File: config.mk
export PLATFORM = sky130hd
export DESIGN_NAME = hazard_stall_controller
export DESIGN_NICKNAME = d
export VERILOG_FILES = /design/src/rtl/hazard_stall_controller_pkg.sv /design/src/rtl/load_use_detect.sv /design/src/rtl/hazard_stall_controller.sv
export SDC_FILE = /design/constraint.sdc
export NUM_CORES = 1
export LEC_CHECK = 0
export CAP_MARGIN = 20
export CORE_MARGIN = 8
export CORE_UTILIZATION = 49
export CTS_CLUSTER_SIZE = 10
export DETAILED_ROUTE_END_ITERATION = 8
export GPL_TIMING_DRIVEN = 0
export PLACE_DENSITY = 0.84
export SETUP_SLACK_MARGIN = 0.3
export SLEW_MARGIN = 0
export SYNTH_ARGS = -nofsm -noshare
export SYNTH_HDL_FRONTEND = slang
export SYNTH_SLANG_ARGS = --single-unit
export TNS_END_PERCENT = 10
File: constraint.sdc
create_clock -name clk -period 3.2 [get_ports clk]
set_input_delay 0.64 -clock clk [delete_from_list [all_inputs] [get_ports clk]]
set_output_delay 0.64 -clock clk [all_outputs]
set_load 0.05 [all_outputs]
File: src/rtl/hazard_stall_controller_pkg.sv
// Shared definitions for the pipeline hazard/stall sequencer.
package hazard_stall_controller_pkg;

  // Architectural register-address width (RV32: 32 registers).
  localparam int unsigned REG_ADDR_WIDTH = 5;

  // x0 is hard-wired to zero, so a write to it never creates a hazard.
  localparam int unsigned X0_ADDR = 0;

  // Sequencer states.
  typedef enum logic [1:0] {
    S_RUN      = 2'd0,
    S_MD_WAIT  = 2'd1,
    S_MEM_WAIT = 2'd2
  } hazard_state_e;

endpackage

File: src/rtl/load_use_detect.sv
// Combinational load-use hazard detection: a load in Execute whose rd is read
// by the instruction in Decode cannot be covered by forwarding.
module load_use_detect
  import hazard_stall_controller_pkg::*;
#(
  parameter int unsigned RegAddrWidth = REG_ADDR_WIDTH
) (
  input  logic [RegAddrWidth-1:0] rs1,
  input  logic [RegAddrWidth-1:0] rs2,
  input  logic                    rs1_used,
  input  logic                    rs2_used,
  input  logic [RegAddrWidth-1:0] ex_rd,
  input  logic                    ex_reg_write,
  input  logic                    ex_mem_read,
  output logic                    load_use
);

  logic rd_nonzero;
  logic rs1_hit;
  logic rs2_hit;

  // Match the load destination against each operand the Decode instruction reads.
  always_comb begin
    rd_nonzero = (ex_rd != RegAddrWidth'(X0_ADDR));
    rs1_hit    = rs1_used && (rs1 == ex_rd);
    rs2_hit    = rs2_used && (rs2 == ex_rd);
    load_use   = ex_mem_read && ex_reg_write && rd_nonzero && (rs1_hit || rs2_hit);
  end

endmodule

File: src/rtl/hazard_stall_controller.sv
// Central pipeline sequencer: load-use stalls, mul/div and data-memory waits,
// and wrong-path flush on taken branches resolved in Execute.
module hazard_stall_controller
  import hazard_stall_controller_pkg::*;
#(
  parameter int unsigned RegAddrWidth = REG_ADDR_WIDTH,
  parameter int unsigned CountWidth   = 32
) (
  input  logic                    clk,
  input  logic                    rst,
  input  logic [RegAddrWidth-1:0] IF_ID_RS1,
  input  logic [RegAddrWidth-1:0] IF_ID_RS2,
  input  logic                    IF_ID_RS1_used,
  input  logic                    IF_ID_RS2_used,
  input  logic [RegAddrWidth-1:0] WriteBack_reg_Execute_stage,
  input  logic                    Reg_File_EN_Execute_stage,
  input  logic                    Mem_Read_EN_Execute_stage,
  input  logic                    Branch_taken_Execute_stage,
  input  logic                    MulDiv_req_Execute_stage,
  input  logic                    MulDiv_done,
  input  logic                    Dmem_req,
  input  logic                    Dmem_ack,
  output logic                    Stall_IF,
  output logic                    Stall_ID,
  output logic                    Stall_EX,
  output logic                    Bubble_EX,
  output logic                    Bubble_MEM,
  output logic                    Flush_IF_ID,
  output logic                    MulDiv_go,
  output logic [CountWidth-1:0]   Stall_count
);

  hazard_state_e state_q;
  hazard_state_e state_d;
  logic          load_use;
  logic          mem_pending;
  logic          mem_complete;

  load_use_detect #(
    .RegAddrWidth(RegAddrWidth)
  ) u_load_use_detect (
    .rs1         (IF_ID_RS1),
    .rs2         (IF_ID_RS2),
    .rs1_used    (IF_ID_RS1_used),
    .rs2_used    (IF_ID_RS2_used),
    .ex_rd       (WriteBack_reg_Execute_stage),
    .ex_reg_write(Reg_File_EN_Execute_stage),
    .ex_mem_read (Mem_Read_EN_Execute_stage),
    .load_use    (load_use)
  );

  // An ack only counts against an outstanding request.
  assign mem_pending  = Dmem_req && !Dmem_ack;
  assign mem_complete = Dmem_req && Dmem_ack;

  // Decision logic: outputs are a zero-cycle function of state and inputs.
  always_comb begin
    state_d     = state_q;
    Stall_IF    = 1'b0;
    Stall_ID    = 1'b0;
    Stall_EX    = 1'b0;
    Bubble_EX   = 1'b0;
    Bubble_MEM  = 1'b0;
    Flush_IF_ID = 1'b0;
    MulDiv_go   = 1'b0;

    case (state_q)
      S_RUN: begin
        if (mem_pending) begin
          Stall_IF   = 1'b1;
          Stall_ID   = 1'b1;
          Stall_EX   = 1'b1;
          Bubble_MEM = 1'b1;
          state_d    = S_MEM_WAIT;
        end else if (MulDiv_req_Execute_stage) begin
          MulDiv_go  = 1'b1;
          Stall_IF   = 1'b1;
          Stall_ID   = 1'b1;
          Stall_EX   = 1'b1;
          Bubble_MEM = 1'b1;
          state_d    = S_MD_WAIT;
        end else if (Branch_taken_Execute_stage) begin
          // Decode holds a wrong-path instruction, so any load-use is moot.
          Flush_IF_ID = 1'b1;
          Bubble_EX   = 1'b1;
        end else if (load_use) begin
          // The bubble moves the load on, clearing the hazard next cycle.
          Stall_IF  = 1'b1;
          Stall_ID  = 1'b1;
          Bubble_EX = 1'b1;
        end
      end

      S_MD_WAIT: begin
        if (MulDiv_done) begin
          state_d = S_RUN;
        end else begin
          Stall_IF   = 1'b1;
          Stall_ID   = 1'b1;
          Stall_EX   = 1'b1;
          Bubble_MEM = 1'b1;
        end
      end

      S_MEM_WAIT: begin
        if (mem_complete) begin
          state_d = S_RUN;
        end else begin
          // Memory stage keeps its access, so no bubble into EX/MEM.
          Stall_IF = 1'b1;
          Stall_ID = 1'b1;
          Stall_EX = 1'b1;
        end
      end

      default: begin
        state_d = S_RUN;
      end
    endcase

    // Reset forces quiet outputs regardless of clock or inputs.
    if (rst) begin
      state_d     = S_RUN;
      Stall_IF    = 1'b0;
      Stall_ID    = 1'b0;
      Stall_EX    = 1'b0;
      Bubble_EX   = 1'b0;
      Bubble_MEM  = 1'b0;
      Flush_IF_ID = 1'b0;
      MulDiv_go   = 1'b0;
    end
  end

  // State register.
  always_ff @(posedge clk or posedge rst) begin
    if (rst) begin
      state_q <= S_RUN;
    end else begin
      state_q <= state_d;
    end
  end

  // Saturating count of front-end stall cycles.
  always_ff @(posedge clk or posedge rst) begin
    if (rst) begin
      Stall_count <= '0;
    end else if (Stall_IF && (Stall_count != {CountWidth{1'b1}})) begin
      Stall_count <= Stall_count + CountWidth'(1);
    end
  end

endmodule

==> out/qor.txt, run 1 <==
initial antenna violation count -> 0
Synth Area in Simple Gates -> 0.277
register-to-register setup slack -> 0.89 ns
Lkg Pwr -> 1.19 nW
Yosys top cell area share -> 0.452
Initial Util -> 0.510
cell area after synthesis -> 1880 um^2
arrival time worst endpoint -> 2.26 ns
DP HPWL -> 3.63 mm
GRT Residual Overflow -> 0
CP Max Fanout -> 7
count of TritonRoute iterations in the first routing pass -> 4
RR Startpoint -> Stall_count[0]
RSZ-0062 raised after global routing -> true
largest family of logic cells by synthesized area -> simple AND/OR/NAND/NOR gates
number of max-cap violations -> 0
cts hold-fix bufs -> 0
adder-cell share of the synthesized area -> 0.00665
CTS Buf Count -> 5
antenna fix cells -> 0
power density cells -> 465 nW/um^2
area grow syn2layout -> 47.7%
syn avg cell area -> 10.2 um^2
CP endpoint kind -> output port
largest net degree at the start of global routing -> 24
number of global-route vias before repair -> 1731
CP required -> 2.56 ns
fin crit period -> 2.90 ns
CTS Sinks -> 34
Longest Clk Path Bufs -> 2
PortBufs -> 64
largest area contributor in the netlist -> dfrtp_1
io pins -> 65
Worst-path clk slew -> 0.07 ns
drt wl/cell -> 15.7 um
R2R Path End -> Stall_count[29]
vias post-DR -> 1652
register area -> 851 um^2
Hold EP -> Stall_count[20]
gpl congestion -> 0.775
Setup violations, final -> 0
Hold Startpoint -> Stall_count[20]
Worst-Margin Slew -> 0.747 ns
Compound-Gate Fraction of Synth Area -> 0.0366
Setup TNS Final -> 0 ns
crit path launch type -> input port
die area -> 6080 um^2
mux cell area share after synthesis -> 0.00798
worst hold-check path type -> flop to flop
ranking of synthesized cells by area -> dfrtp_1 (45%), xnor2_1 (17%), nand4_1 (5.7%)
share of cells above drive strength 1 -> 0.134
hold path cells -> 1
H-tree depth -> 2
CTS tree -> built
Syn Nets -> 212
Core Box Area -> 3690 um^2
Rows -> 22
Via-to-Cell Ratio -> 5.33
Die Wd -> 78.0 um
Max Clock Freq -> 0.345 GHz
post-route ant nets -> 0
synthesized flop and latch total -> 34
Placed Area -> 2620 um^2
DRC viols -> 0
Multi-input gate area -> 1020 um^2
Slew HR -> 0.500
Layout fillers -> 258
cell count after synthesis -> 185
Design Area, Final -> 2780 um^2
Post-Synth XOR/XNOR Area -> 0.191
final slew viol count -> 0
# nets final -> 288
Synth cell types -> 35
Hold Fails Final Rpt -> 0
Clock Latency Late Sink -> 0.29 ns
sequential-to-total area share from yosys stat -> 0.452
Die Y-Extent -> 78.0 um
Total Wirelength -> 4.87 mm
first-pass GRT wire length -> 8.15 mm
Final period util -> 0.906
outcome -> complete, no violations
Worst VDD drop -> 0.000624 V
initial DRC count -> 103
total track usage -> 0.163
R2R depth -> 7
Syn. warnings -> 0
Setup CP Type -> input port to output port
Post-Route Skew -> 0.00685 ns
clk root buf -> clkbuf_8
## cells in the final DEF, fill, tap and decap left out, drive strengths merged, types with 5 or more instances in the layout
master,n
xnor2,37
nor2,5
nor2b,5
nand3,12
buf,11
clkdlybuf4s50,52
and2,5
and3,8
dfrtp,34
nand4,18
nand2,13
clkbuf,12
## kinds of logic (layout without fill, tap and decap cells)
group	count (synthesis)	after routing
AND/OR/NAND/NOR	87	87
adder cells (fa/ha/maj)	1	1
flip-flops	34	34
AO/OA/AOI/OAI	10	10
XOR/XNOR	41	41
buffers and inverters	11	88
multiplexers	1	1
## critical path: stages
cell,delay (ns)
clkdlybuf4s15_1,0.23
or4_4,0.53
o21ai_4,0.18
nor4_2,0.06
a21o_1,0.21
buf_6,0.14
buf_4,0.13
buf_6,0.14
## flip-flops by register name, indices dropped and copies added (netlist names)
register     flops
state_q          2
Stall_count     32
## timing repair
item                                    in CTS  in global routing
pin swaps                                    0                  3
gates resized for setup                     26                 23
endpoints found under the setup margin       7                  7
buffers inserted                             0                  4
## metrics by stage
stage	std cells	hold slack [ns]	total power [W]	util	setup WS [ns]
after CTS	306	0.489	0.00128	0.738	0.0646
after detailed placement	298	0.479	0.000903	0.709	-0.786
final	310	0.481	0.00129	0.753	0.302
after global placement	297	0.476	0.000894	0.702	-0.785
after floorplan	185	0.577	0.000750	-	-0.0231
after global routing	310	0.514	0.00134	0.753	0.240
## where the power goes
part           total [W]  switching (W)  internal [W]
logic           0.000407       0.000244      0.000163
clock network   0.000385       0.000157      0.000229
registers       0.000501      0.0000392      0.000461
## cells in the mapped netlist (all sizes together)
| master | n |
|---|---|
| nor4 | 3 |
| nor4b | 4 |
| a211oi | 1 |
| o211ai | 1 |
| xnor2 | 37 |
| o21a | 1 |
| and3 | 8 |
| or3 | 1 |
| or2 | 1 |
| ha | 1 |
| inv | 4 |
| o21ai | 3 |
| buf | 3 |
| nor3b | 2 |
| xor2 | 4 |
| nor3 | 4 |
| nor2 | 5 |
| nand2 | 13 |
| and2 | 5 |
| clkbuf | 4 |
| mux2 | 1 |
| dfrtp | 34 |
| nand3 | 12 |
| and4 | 4 |
| nand4 | 18 |
| a21o | 2 |
| o211a | 1 |
| nor2b | 5 |
| or4 | 2 |
| o22ai | 1 |
## worst max path at each step
| stage | startpoint | end | slack [ns] | cells past startpoint |
|---|---|---|---|---|
| 6_report | WriteBack_reg_Execute_stage[2] | Stall_IF | 0.30 | 8 |
| 5_1_grt | rst | Stall_IF | 0.24 | 7 |
| 4_1_cts | WriteBack_reg_Execute_stage[4] | Stall_IF | 0.06 | 8 |
| 3_5_place_dp | WriteBack_reg_Execute_stage[0] | Stall_IF | -0.79 | 8 |
| 3_3_place_gp | WriteBack_reg_Execute_stage[0] | Stall_IF | -0.78 | 8 |
| 2_1_floorplan | Dmem_req | Stall_IF | -0.02 | 6 |
## per-layer routing
metal,share of wire,up-vias,GRT usage
met4,0.014,0,0.0593
li1,-,807,-
met3,0.059,8,0.0484
met5,0,-,0
met1,0.42,789,0.193
met2,0.50,48,0.272
## final cells by class
cell class	count	share of cell area
multi-input cells	140	0.367
flip-flops and latches	34	0.306
repair buffers	69	0.244
clock buffers	5	0.0248
well taps	48	0.0216
plain buffers	7	0.0167
clock inverters	3	0.0144
inverters	4	0.00540
No activity file was read; power rests on OpenSTA's default activity.
==> run 2: changes to the inputs <==
- CORE_UTILIZATION: 49 -> 28
- CTS_CLUSTER_DIAMETER: not set -> 120
- CTS_CLUSTER_SIZE: 10 -> not set
- PLACE_DENSITY: 0.84 -> 0.52
==> run 2 against run 1 <==
Compared with the run above: first-iteration DRC count fell by 55%; total power rose by 0.17%; die area rose by 58%; via count fell by 3.3%; non-clock buffer count rose by 1.
==> out/qor.txt, run 2 (synthesis gave the netlist of run 1 again) <==
outcome -> complete, no violations
io pins -> 65 (unchanged)
Top Registers -> Stall_count: 32 flops, state_q: 2 flops
number of global-route vias before repair -> 1679 (-3.0%)
Total Wirelength -> 4.97 mm (+2.1%)
origin of the worst setup path -> rst
Worst-path clk slew -> 0.07 ns (about the same)
Die Wd -> 98.0 um (+26%)
worst hold-check path type -> flop to flop
PortBufs -> 64 (unchanged)
Lkg Pwr -> 1.18 nW (-1.2%)
R2R Path End -> Stall_count[29]
Longest Clk Path Bufs -> 2 (unchanged)
share of cells above drive strength 1 -> 0.141 (+0.00710)
Layout fillers -> 658 (+160%)
most frequent cells in the layout -> clkdlybuf4s50_1 (52), xnor2_1 (37), dfrtp_1 (34)
Slew HR -> 0.434 (-0.0665)
CP required -> 2.56 ns (about the same)
total track usage -> 0.103 (-0.0597)
Max Clock Freq -> 0.347 GHz (+0.55%)
Die Y-Extent -> 98.0 um (+26%)
CP Max Fanout -> 5 (-2)
drt wl/cell -> 14.5 um (-7.7%)
CTS Buf Count -> 5 (unchanged)
CP endpoint kind -> output port
Hold Fails Final Rpt -> 0 (unchanged)
DP HPWL -> 3.77 mm (+3.9%)
Worst VDD drop -> 0.000538 V (-14%)
die area -> 9600 um^2 (+58%)
post-route ant nets -> 0 (unchanged)
Setup TNS Final -> 0 ns (unchanged)
Setup violations, final -> 0 (unchanged)
Largest register FFs -> 32 (unchanged)
crit path launch type -> input port
CTS tree -> built
arrival time worst endpoint -> 2.24 ns (-0.02 ns)
Hold Startpoint -> Stall_count[16]
final core occ -> 0.425 (-0.329)
area grow syn2layout -> 50.0%
Worst-Margin Slew -> 0.848 ns (+0.101 ns)
CP Capture Point -> MulDiv_go
antenna fix cells -> 0 (unchanged)
Core Box Area -> 6640 um^2 (+80%)
H-tree depth -> 2 (unchanged)
register-to-register setup slack -> 0.87 ns (-0.02 ns)
first-pass GRT wire length -> 8.14 mm (-0.16%)
vias post-DR -> 1597 (-3.3%)
Setup CP Type -> input port to output port
power density cells -> 459 nW/um^2 (-1.4%)
Initial Util -> 0.283 (-0.227)
initial DRC count -> 46 (-55%)
Via-to-Cell Ratio -> 4.66 (-13%)
gpl congestion -> 0.748 (-3.4%)
RSZ-0062 raised after global routing -> true
GRT Residual Overflow -> 0 (unchanged)
final slew viol count -> 0 (unchanged)
R2R depth -> 7 (unchanged)
RR Startpoint -> Stall_count[0]
# nets final -> 289 (+0.35%)
Rows -> 30 (+36%)
Largest Register -> Stall_count
number of max-cap violations -> 0 (unchanged)
largest net degree at the start of global routing -> 23 (-4.2%)
most common cell after layout, fill and taps aside -> clkdlybuf4s50_1
count of TritonRoute iterations in the first routing pass -> 4 (unchanged)
fin crit period -> 2.88 ns (-0.0158 ns)
initial antenna violation count -> 0 (unchanged)
CTS Sinks -> 34 (unchanged)
Clock Latency Late Sink -> 0.28 ns (about the same)
Final period util -> 0.901 (-0.00494)
Post-Route Skew -> 0.00594 ns (-0.000904 ns)
DRC viols -> 0 (unchanged)
clk root buf -> clkbuf_8
-- run 2: cell type report --
type	instances	area [um^2]	area share
Multi-Input combinational cell	140	1030	0.365
Sequential cell	34	851	0.301
Buffer	7	50.0	0.0177
Clock inverter	3	40.0	0.0142
Inverter	4	15.0	0.00532
Tap cell	80	100	0.0355
Timing Repair Buffer	70	667	0.236
Clock buffer	5	68.8	0.0244
-- run 2: timing repair --
action | CTS | global route
resized for setup | 36 | 15
pin swaps | 2 | 3
endpoints found under the setup margin | 7 | 6
buffers inserted | 0 | 5
hold buffers | 0 | 0
-- run 2: per-stage QoR --
step / cell area (um^2) / power [W] / setup slack (ns) / hold slack (ns) / instances
6_report: 2820 / 0.00130 / 0.318 / 0.493 / 343
5_1_grt: 2820 / 0.00136 / 0.261 / 0.513 / 343
4_1_cts: 2770 / 0.00130 / 0.181 / 0.497 / 338
3_5_place_dp: 2640 / 0.000904 / -0.806 / 0.485 / 330
3_3_place_gp: 2630 / 0.000902 / -0.828 / 0.479 / 329
2_1_floorplan: 1890 / 0.000750 / -0.0231 / 0.577 / 185
-- run 2: layer usage --
| metal | track usage | vias to the layer above | wire length [um] |
|---|---|---|---|
| li1 | - | 806 | - |
| met1 | 0.122 | 755 | 2270 |
| met5 | 0 | - | 0 |
| met3 | 0.0384 | 5 | 270 |
| met2 | 0.171 | 31 | 2390 |
| met4 | 0.0288 | 0 | 38 |
-- run 2: worst max-delay path, stage by stage --
cell and delay [ns]:
clkdlybuf4s50_1 0.47, or2_4 0.29, nor4b_2 0.27, dlygate4sd2_1 0.57
-- run 2: worst min-delay path by stage --
stage                 endpoint  slack, ns  cells past startpoint
3_5_place_dp   Stall_count[10]       0.49                      1
5_1_grt        Stall_count[29]       0.51                      1
2_1_floorplan       state_q[0]       0.58                      2
3_3_place_gp   Stall_count[20]       0.48                      1
4_1_cts        Stall_count[10]       0.50                      1
6_report       Stall_count[16]       0.49                      1
-- run 2: report_power, final --
part           switching (W)  internal (W)
Sequential         0.0000388      0.000461
Clock               0.000156      0.000229
Combinational       0.000247      0.000163
Total               0.000442      0.000853
==> run 3: changes to the inputs <==
- PLACE_DENSITY: 0.52 -> 0.57
- SLEW_MARGIN: 0 -> not set
==> run 3 against run 2 <==
Compared with the run above: wire length is 0.54% lower; die area stayed put; register-to-register slack worse by 0.06 ns; sequential power hardly changed; fmax is 0.98% lower; total power is 6.4% lower; global-route usage is 0.45 points higher; via count is 1.8% higher; setup slack worse by 0.028 ns; design area is 0.89% higher; critical endpoint is now Stall_IF.
==> out/qor.txt, run 3 (synthesis gave the netlist of run 1 again) <==
Via-to-Cell Ratio -> 4.74 (+1.8%)
initial antenna violation count -> 0 (unchanged)
Worst VDD drop -> 0.000603 V (+12%)
Total Wirelength -> 4.94 mm (-0.54%)
Setup TNS Final -> 0 ns (unchanged)
Die Y-Extent -> 98.0 um (unchanged)
Setup CP Type -> input port to output port
CTS Sinks -> 34 (unchanged)
CP endpoint kind -> output port
Hold Fails Final Rpt -> 0 (unchanged)
worst hold-check path type -> flop to flop
PortBufs -> 64 (unchanged)
Worst-path clk slew -> 0.07 ns (about the same)
Top Registers -> Stall_count: 32 flops, state_q: 2 flops
gpl congestion -> 0.761 (+1.7%)
clk root buf -> clkbuf_8
worst-path cell chain -> clkdlybuf4s15_2 -> or4_4 -> o21ai_4 -> nor4_4 -> a21o_1 -> clkbuf_8 -> buf_4 -> buf_6
Post-Route Skew -> 0.00869 ns (+0.00275 ns)
Setup violations, final -> 0 (unchanged)
Largest register FFs -> 32 (unchanged)
number of global-route vias before repair -> 1672 (-0.42%)
final core occ -> 0.429 (+0.00377)
antenna fix cells -> 0 (unchanged)
initial DRC count -> 46 (unchanged)
Crit path max-delay family -> buffers and inverters
Setup WS pre-CTS -> -0.826 ns (-0.0198 ns)
number of max-cap violations -> 0 (unchanged)
cts hold-fix bufs -> 0 (unchanged)
Initial Util -> 0.283 (unchanged)
Core Box Area -> 6640 um^2 (unchanged)
CP Max Fanout -> 4 (-1)
most common cell after layout, fill and taps aside -> clkdlybuf4s50_1
Lkg Pwr -> 1.17 nW (-0.23%)
post-route ant nets -> 0 (unchanged)
total track usage -> 0.108 (+0.00454)
slowest CP cell -> or4_4
final slew viol count -> 0 (unchanged)
first-pass GRT wire length -> 8.51 mm (+4.7%)
RSZ-0062 raised after global routing -> true
Layout fillers -> 660 (+0.30%)
DRC viols -> 0 (unchanged)
power density cells -> 426 nW/um^2 (-7.3%)
Worst path max stage delay -> 0.54 ns (-0.03 ns)
Final period util -> 0.910 (+0.00890)
Clock Latency Late Sink -> 0.28 ns (about the same)
io pins -> 65 (unchanged)
largest net degree at the start of global routing -> 22 (-4.3%)
# nets final -> 290 (+0.35%)
H-tree depth -> 2 (unchanged)
crit path launch type -> input port
CTS tree -> built
outcome -> complete, no violations
arrival time worst endpoint -> 2.27 ns (+0.03 ns)
Die Wd -> 98.0 um (unchanged)
drt wl/cell -> 14.4 um (-0.54%)
count of TritonRoute iterations in the first routing pass -> 4 (unchanged)
DP HPWL -> 3.76 mm (-0.27%)
Largest Register -> Stall_count
vias post-DR -> 1625 (+1.8%)
Worst-Margin Slew -> 0.795 ns (-0.0537 ns)
area grow syn2layout -> 51.3%
CTS Buf Count -> 5 (unchanged)
final worst slack -> 0.289 ns (-0.0285 ns)
fin crit period -> 2.91 ns (+0.0285 ns)
CP required -> 2.56 ns (about the same)
Slew HR -> 0.469 (+0.0351)
GRT Residual Overflow -> 0 (unchanged)
Max Clock Freq -> 0.344 GHz (-0.98%)
WP buf/inv -> 4 (+2)
Min Hold Slack -> 0.491 ns (-0.00191 ns)
share of cells above drive strength 1 -> 0.133 (-0.00760)
Longest Clk Path Bufs -> 2 (unchanged)
Rows -> 30 (unchanged)
die area -> 9600 um^2 (unchanged)
most frequent cells in the layout -> clkdlybuf4s50_1 (52), xnor2_1 (37), dfrtp_1 (34)
-- run 3: changes by cell type in the layout (fill, tap and decap cells not counted), sizes merged --
cell and change:
clkbuf -1, bufinv -1, buf +1, clkdlybuf4s15 +3
clkinv -2
-- run 3: timing repair --
item	in CTS	in global routing
resized for setup	47	2
setup endpoints to repair	7	6
pin swaps	3	2
setup buffers	4	1
-- run 3: through the flow --
| step | std cells | total power, W | area (um^2) |
|---|---|---|---|
| final | 343 | 0.00121 | 2850 |
| after global routing | 343 | 0.00128 | 2850 |
| after CTS | 342 | 0.00122 | 2830 |
| after detailed placement | 331 | 0.000911 | 2680 |
| after global placement | 329 | 0.000903 | 2630 |
| after floorplan | 185 | 0.000750 | 1890 |
-- run 3: final cells by class --
cell class                 instances  area (um^2)  area share
inverter                           4         15.0     0.00527
tap                               80          100      0.0351
sequential                        34          851       0.299
buffer                             7         48.8      0.0171
multi-input combinational        140         1030       0.362
timing repair buffer              71          726       0.255
clock buffer                       7         76.3      0.0268
-- run 3: power breakdown --
group | leakage [nW] | internal, W | switching [W]
Sequential | 0.461 | 0.000461 | 0.0000371
Clock | 0.0383 | 0.000150 | 0.000147
Combinational | 0.676 | 0.000168 | 0.000248
-- run 3: path summary, 6_finish.rpt --
kind | start | depth (start not counted) | endpoint | slack (ns)
max | WriteBack_reg_Execute_stage[3] | 8 | Stall_IF | 0.29
min | Stall_count[5] | 1 | Stall_count[5] | 0.49
max reg2reg | Stall_count[0] | 7 | Stall_count[19] | 0.81
min reg2reg | Stall_count[5] | 1 | Stall_count[5] | 0.49
max in group asynchronous | rst | 4 | Stall_count[10] | 2.08
min in group asynchronous | rst | 3 | state_q[0] | 0.82
-- run 3: worst register-to-register path, delay by kind of cell, from the launching register on --
family | cells | cell delay [ns]
adder cells (fa/ha/maj) | 1 | 0.32
XOR/XNOR | 1 | 0.16
flip-flops | 1 | 0.42
AND/OR/NAND/NOR | 5 | 1.39
-- run 3: layer usage --
layer  GRT usage  wire length [um]  vias up
li1            -                 -      816
met1       0.136              2350      775
met2       0.172              2350       32
met3      0.0363               229        2
met4      0.0252                15        0
met5           0                 0        -
==> variant 1: new RTL, config.mk and constraints of run 3 <==
Put one more register stage on the output `Stall_count`, cleared by the reset. The value now appears one clock later. The other outputs are not delayed to match.
--- a/src/rtl/hazard_stall_controller.sv
+++ b/src/rtl/hazard_stall_controller.sv
@@ -29,6 +29,8 @@
   output logic                    MulDiv_go,
   output logic [CountWidth-1:0]   Stall_count
 );
+
+  logic [CountWidth-1:0] Stall_count_s0;
 
   hazard_state_e state_q;
   hazard_state_e state_d;
@@ -143,9 +145,17 @@
   // Saturating count of front-end stall cycles.
   always_ff @(posedge clk or posedge rst) begin
     if (rst) begin
+      Stall_count_s0 <= '0;
+    end else if (Stall_IF && (Stall_count_s0 != {CountWidth{1'b1}})) begin
+      Stall_count_s0 <= Stall_count_s0 + CountWidth'(1);
+    end
+  end
+
+  always_ff @(posedge clk or posedge rst) begin
+    if (rst) begin
       Stall_count <= '0;
-    end else if (Stall_IF && (Stall_count != {CountWidth{1'b1}})) begin
-      Stall_count <= Stall_count + CountWidth'(1);
+    end else begin
+      Stall_count <= Stall_count_s0;
     end
   end
 
Function: changed (a bounded check fails within 4 cycles, from zero or initial values and one cycle with rst high).
==> variant 1 against run 3 <==
Worst setup slack got worse by 0.10 ns; critical path depth fell by 1; core utilization fell by 3.0 points; routed wire length rose by 21%; non-clock buffer count fell by 3; global-route usage fell by 1.1 points; area after synthesis rose by 47%; cell count rose by 32%; sequential cell count rose by 32; design area rose by 36%; power rose by 89%.
==> variant 1: results (changes against run 3) <==
| Metric | Value |
|---|---|
| Run status | completed (unchanged) |
| Synth top cells by count | 66 x sky130_fd_sc_hd__dfrtp_1, 41 x sky130_fd_sc_hd__xnor2_1, 33 x sky130_fd_sc_hd__nand3_1, 16 x sky130_fd_sc_hd__nand4_1, 13 x sky130_fd_sc_hd__nor2_1 (was 37 x sky130_fd_sc_hd__xnor2_1, 34 x sky130_fd_sc_hd__dfrtp_1, 17 x sky130_fd_sc_hd__nand4_1, 13 x sky130_fd_sc_hd__nand2_1, 12 x sky130_fd_sc_hd__nand3_1) |
| Maximum number of pins on one net before global-route repair | 27 (was 22) |
| Leak pwr | 1.60 nW (was 1.17 nW) |
| Count of cells along the worst register-to-register path | 8 (was 7) |
| Slack of the worst reg-to-reg path | 0.87 ns (was 0.81 ns) |
| Post-Place Worst Slack | -0.633 ns (was -0.826 ns) |
| Max Clock Skew | 0.00822 ns (was 0.00869 ns) |
| Layout cell share with drive strength beyond 1 | 13.8% (was 13.3%) |
| Biggest registers after layout | Stall_count (32), Stall_count_s0 (32), state_q (2) (was Stall_count (32), state_q (2)) |
| Critical path's slowest cell | sky130_fd_sc_hd__or3_1 (was sky130_fd_sc_hd__or4_4) |
| Routed met2 length | 2.61 mm (was 2.35 mm) |
| Clock group share of total power | 37.4% (was 24.5%) |
| Cell count after synthesis | 238 (was 185) |
| Crit path launch | WriteBack_reg_Execute_stage[1] (was WriteBack_reg_Execute_stage[3]) |
| Clk Latency, worst-skew pair | 0.34 ns (was 0.28 ns) |
| Instance area after placement | 0.00362 mm² (was 0.00268 mm²) |
| Worst slack on hold paths | 0.421 ns (was 0.491 ns) |
| First-pass GRT wire length | 9.89 mm (was 8.51 mm) |
| Hold EP | Stall_count[25] (was Stall_count[5]) |
| Switching share of power | 28.6% (was 35.7%) |
| End of the worst register-to-register path | Stall_count_s0[1] (was Stall_count[19]) |
| Number of buffers created by CTS | 9 (was 5) |
| Sum of met3 wire segment lengths after detailed routing | 466 µm (was 229 µm) |
| Period Utilization, post-route | 94.2% (was 91.0%) |
| Via total after detailed routing | 2021 (was 1625) |
| Worst hold path cell count | 0 (was 1) |
| VDD IR max | 246 µV (was 603 µV) |
==> variant 1: cells by family (layout without fill, tap and decap cells) <==
logic type	count (synthesis)	in the layout	synth area share, %
buf+inv	13	95	2.45
fa+ha+maj	1	1	0.454
flops	66	66	59.9
simple gates	107	107	21.5
mux	1	1	0.408
xor+xnor	41	41	13.0
compound gates	9	9	2.31
==> variant 1: repair_timing <==
item,in CTS,in global routing
pin swaps,2,0
gates resized for setup,26,6
hold endpoints to repair,0,0
endpoints found under the setup margin,7,6
buffers inserted,0,0
==> variant 1: layout make-up <==
cell class                 count  area share (%)
clock buffer                  11            3.92
buffer                         9            1.52
clock inverter                 5            2.59
tap                          133            4.31
inverter                       4           0.389
timing repair buffer          66            17.1
sequential                    66            42.8
multi-input combinational    159            27.4
==> variant 1: layer usage <==
layer / track usage, % / up-vias
met4: 4.99 / 0
met5: 0 / -
li1: - / 982
met1: 11.8 / 972
met3: 4.36 / 9
met2: 14.0 / 58
==> variant 2: new RTL, settings of run 3 <==
Made on the original files. Set the package constant `REG_ADDR_WIDTH` to 6 (it was 5).
--- a/src/rtl/hazard_stall_controller_pkg.sv
+++ b/src/rtl/hazard_stall_controller_pkg.sv
@@ -2,7 +2,7 @@
 package hazard_stall_controller_pkg;
 
   // Architectural register-address width (RV32: 32 registers).
-  localparam int unsigned REG_ADDR_WIDTH = 5;
+  localparam int unsigned REG_ADDR_WIDTH = 6;
 
   // x0 is hard-wired to zero, so a write to it never creates a hazard.
   localparam int unsigned X0_ADDR = 0;
Ports: changed (resized IF_ID_RS1, IF_ID_RS2 and WriteBack_reg_Execute_stage); port bits go from 65 to 68. The function was not compared with the original's and may differ.
==> variant 2 against run 3 <==
Worst setup slack worse by 0.18 ns; sequential power grew 9.2%; core utilization decreased by 0.58 points; clock power up 30%; area after synthesis grew 1.2%; power increased by 18%; sequential cell count did not move; design area fell by 0.79%; critical path depth is 1 lower; cell count rose by 1.5%; routed wire length is 4.5% lower; via count shrank 0.68%; critical endpoint unchanged; largest cell class unchanged; highest routed layer unchanged.
==> variant 2: results (changes against run 3) <==
| Metric | Value |
|---|---|
| Start point of the worst min-delay path | Stall_count[11] (was Stall_count[5]) |
| Sequential area share after synthesis | 44.7% (was 45.2%) |
| Run status | completed (unchanged) |
| Ratio of routed vias to standard cells | 4.64 (was 4.74) |
| Max-slew headroom | 49.3% (was 46.9%) |
| Cell count after synthesis | 191 (was 185) |
| Total instance count after detailed placement | 339 (was 331) |
| Instance area after placement | 0.00270 mm² (was 0.00268 mm²) |
| Sum of net half-perimeters after detailed placement | 3.84 mm (was 3.76 mm) |
| Post-synthesis share of cell area spent on full adders, half adders and majority gates | 0.657% (was 0.665%) |
| Fill cell total of the finished layout | 681 (was 660) |
| Final wirelength | 4.72 mm (was 4.94 mm) |
| I/O Buffers | 67 (was 64) |
| Startpoint of the worst-slack reg-to-reg timing path | state_q[0] (was Stall_count[0]) |
| Vias in the first global route | 1761 (was 1672) |
| Maximum number of pins on one net before global-route repair | 19 (was 22) |
| Via total after detailed routing | 1614 (was 1625) |
| Routed met2 length | 2.10 mm (was 2.35 mm) |
| Ys flop type | sky130_fd_sc_hd__dfrtp_1 (unchanged) |
| Critical path's slowest cell | sky130_fd_sc_hd__clkdlybuf4s50_1 (was sky130_fd_sc_hd__or4_4) |
| Setup Buffers After CTS | 1 (was 4) |
| Count of instances resized after the clock tree is built | 23 (was 47) |
| Syn Nets | 221 (was 212) |
| Synth top cells by count | 34 x sky130_fd_sc_hd__dfrtp_1, 34 x sky130_fd_sc_hd__xnor2_1, 16 x sky130_fd_sc_hd__nand4_1, 15 x sky130_fd_sc_hd__nand2_1 (was 37 x sky130_fd_sc_hd__xnor2_1, 34 x sky130_fd_sc_hd__dfrtp_1, 17 x sky130_fd_sc_hd__nand4_1, 13 x sky130_fd_sc_hd__nand2_1, 12 x sky130_fd_sc_hd__nand3_1) |
| Largest stage delay on the critical path | 0.46 ns (was 0.54 ns) |
| Cell types with the largest area share after synthesis | sky130_fd_sc_hd__dfrtp_1 45%, sky130_fd_sc_hd__xnor2_1 16%, sky130_fd_sc_hd__nand4_1 5.3% (was sky130_fd_sc_hd__dfrtp_1 45%, sky130_fd_sc_hd__xnor2_1 17%, sky130_fd_sc_hd__nand4_1 5.7%) |
| Max Clock Skew | 0.00456 ns (was 0.00869 ns) |
| Share of cell area taken by muxes after synthesis | 0.526% (was 0.798%) |
| Crit path launch | WriteBack_reg_Execute_stage[2] (was WriteBack_reg_Execute_stage[3]) |
| First-pass detailed-route iteration total | 4 (unchanged) |
| Number of distinct library cells after synthesis | 40 (was 35) |
| Complex-gate fraction of the synthesized area | 4.60% (was 3.66%) |
| Detailed-route wire length on metal 1 | 2.07 mm (was 2.35 mm) |
| VDD IR max | 185 µV (was 603 µV) |
| Sum of met3 wire segment lengths after detailed routing | 488 µm (was 229 µm) |
| Layout cell share with drive strength beyond 1 | 12.3% (was 13.3%) |
| Worst Path Arrival | 2.45 ns (was 2.27 ns) |
| Global-route usage over all layers | 10.3% (was 10.8%) |
## variant 2: per-layer routing
| metal | track usage [%] | vias up |
|---|---|---|
| met5 | 0 | - |
| met4 | 3.54 | 0 |
| met3 | 5.36 | 5 |
| met2 | 16.2 | 55 |
| met1 | 11.8 | 737 |
| li1 | - | 817 |
## variant 2: final timing paths
| path | end | slack (ns) | cells after the start |
|---|---|---|---|
| worst max-delay path | Stall_IF | 0.11 | 7 |
| worst min-delay path | Stall_count[11] | 0.49 | 1 |
| worst max register to register | Stall_count[14] | 0.66 | 8 |
| worst min register to register | Stall_count[11] | 0.49 | 1 |
| max in group asynchronous | Stall_count[6] | 1.72 | 3 |
| min in group asynchronous | state_q[0] | 0.94 | 2 |
## variant 2: power by group
group          total (mW)  internal (mW)  leakage [nW]  switching, mW
registers           0.544          0.478         0.448         0.0660
logic               0.498          0.189         0.669          0.309
clock network       0.385          0.229        0.0579          0.156
## variant 2: layout make-up
type / instances / share of cell area (%)
repair buffers: 69 / 24.4
inverters: 6 / 0.797
well taps: 80 / 3.54
plain buffers: 4 / 0.974
clock buffers: 5 / 2.44
multi-input cells: 147 / 36.3
flip-flops and latches: 34 / 30.1
clock inverters: 3 / 1.42
## variant 2: through the flow
step / setup WS, ns / hold WS [ns] / TNS [ns] / power, mW / util [%]
3_5_place_dp: -0.716 / 0.486 / -1.69 / 1.06 / 40.4
5_1_grt: 0.0543 / 0.527 / 0 / 1.50 / 42.3
2_1_floorplan: 0.347 / 0.591 / 0 / 0.862 / -
4_1_cts: 0.0905 / 0.500 / 0 / 1.45 / 42.3
3_3_place_gp: -0.708 / 0.481 / -1.68 / 1.05 / 40.0
6_report: 0.107 / 0.491 / 0 / 1.43 / 42.3
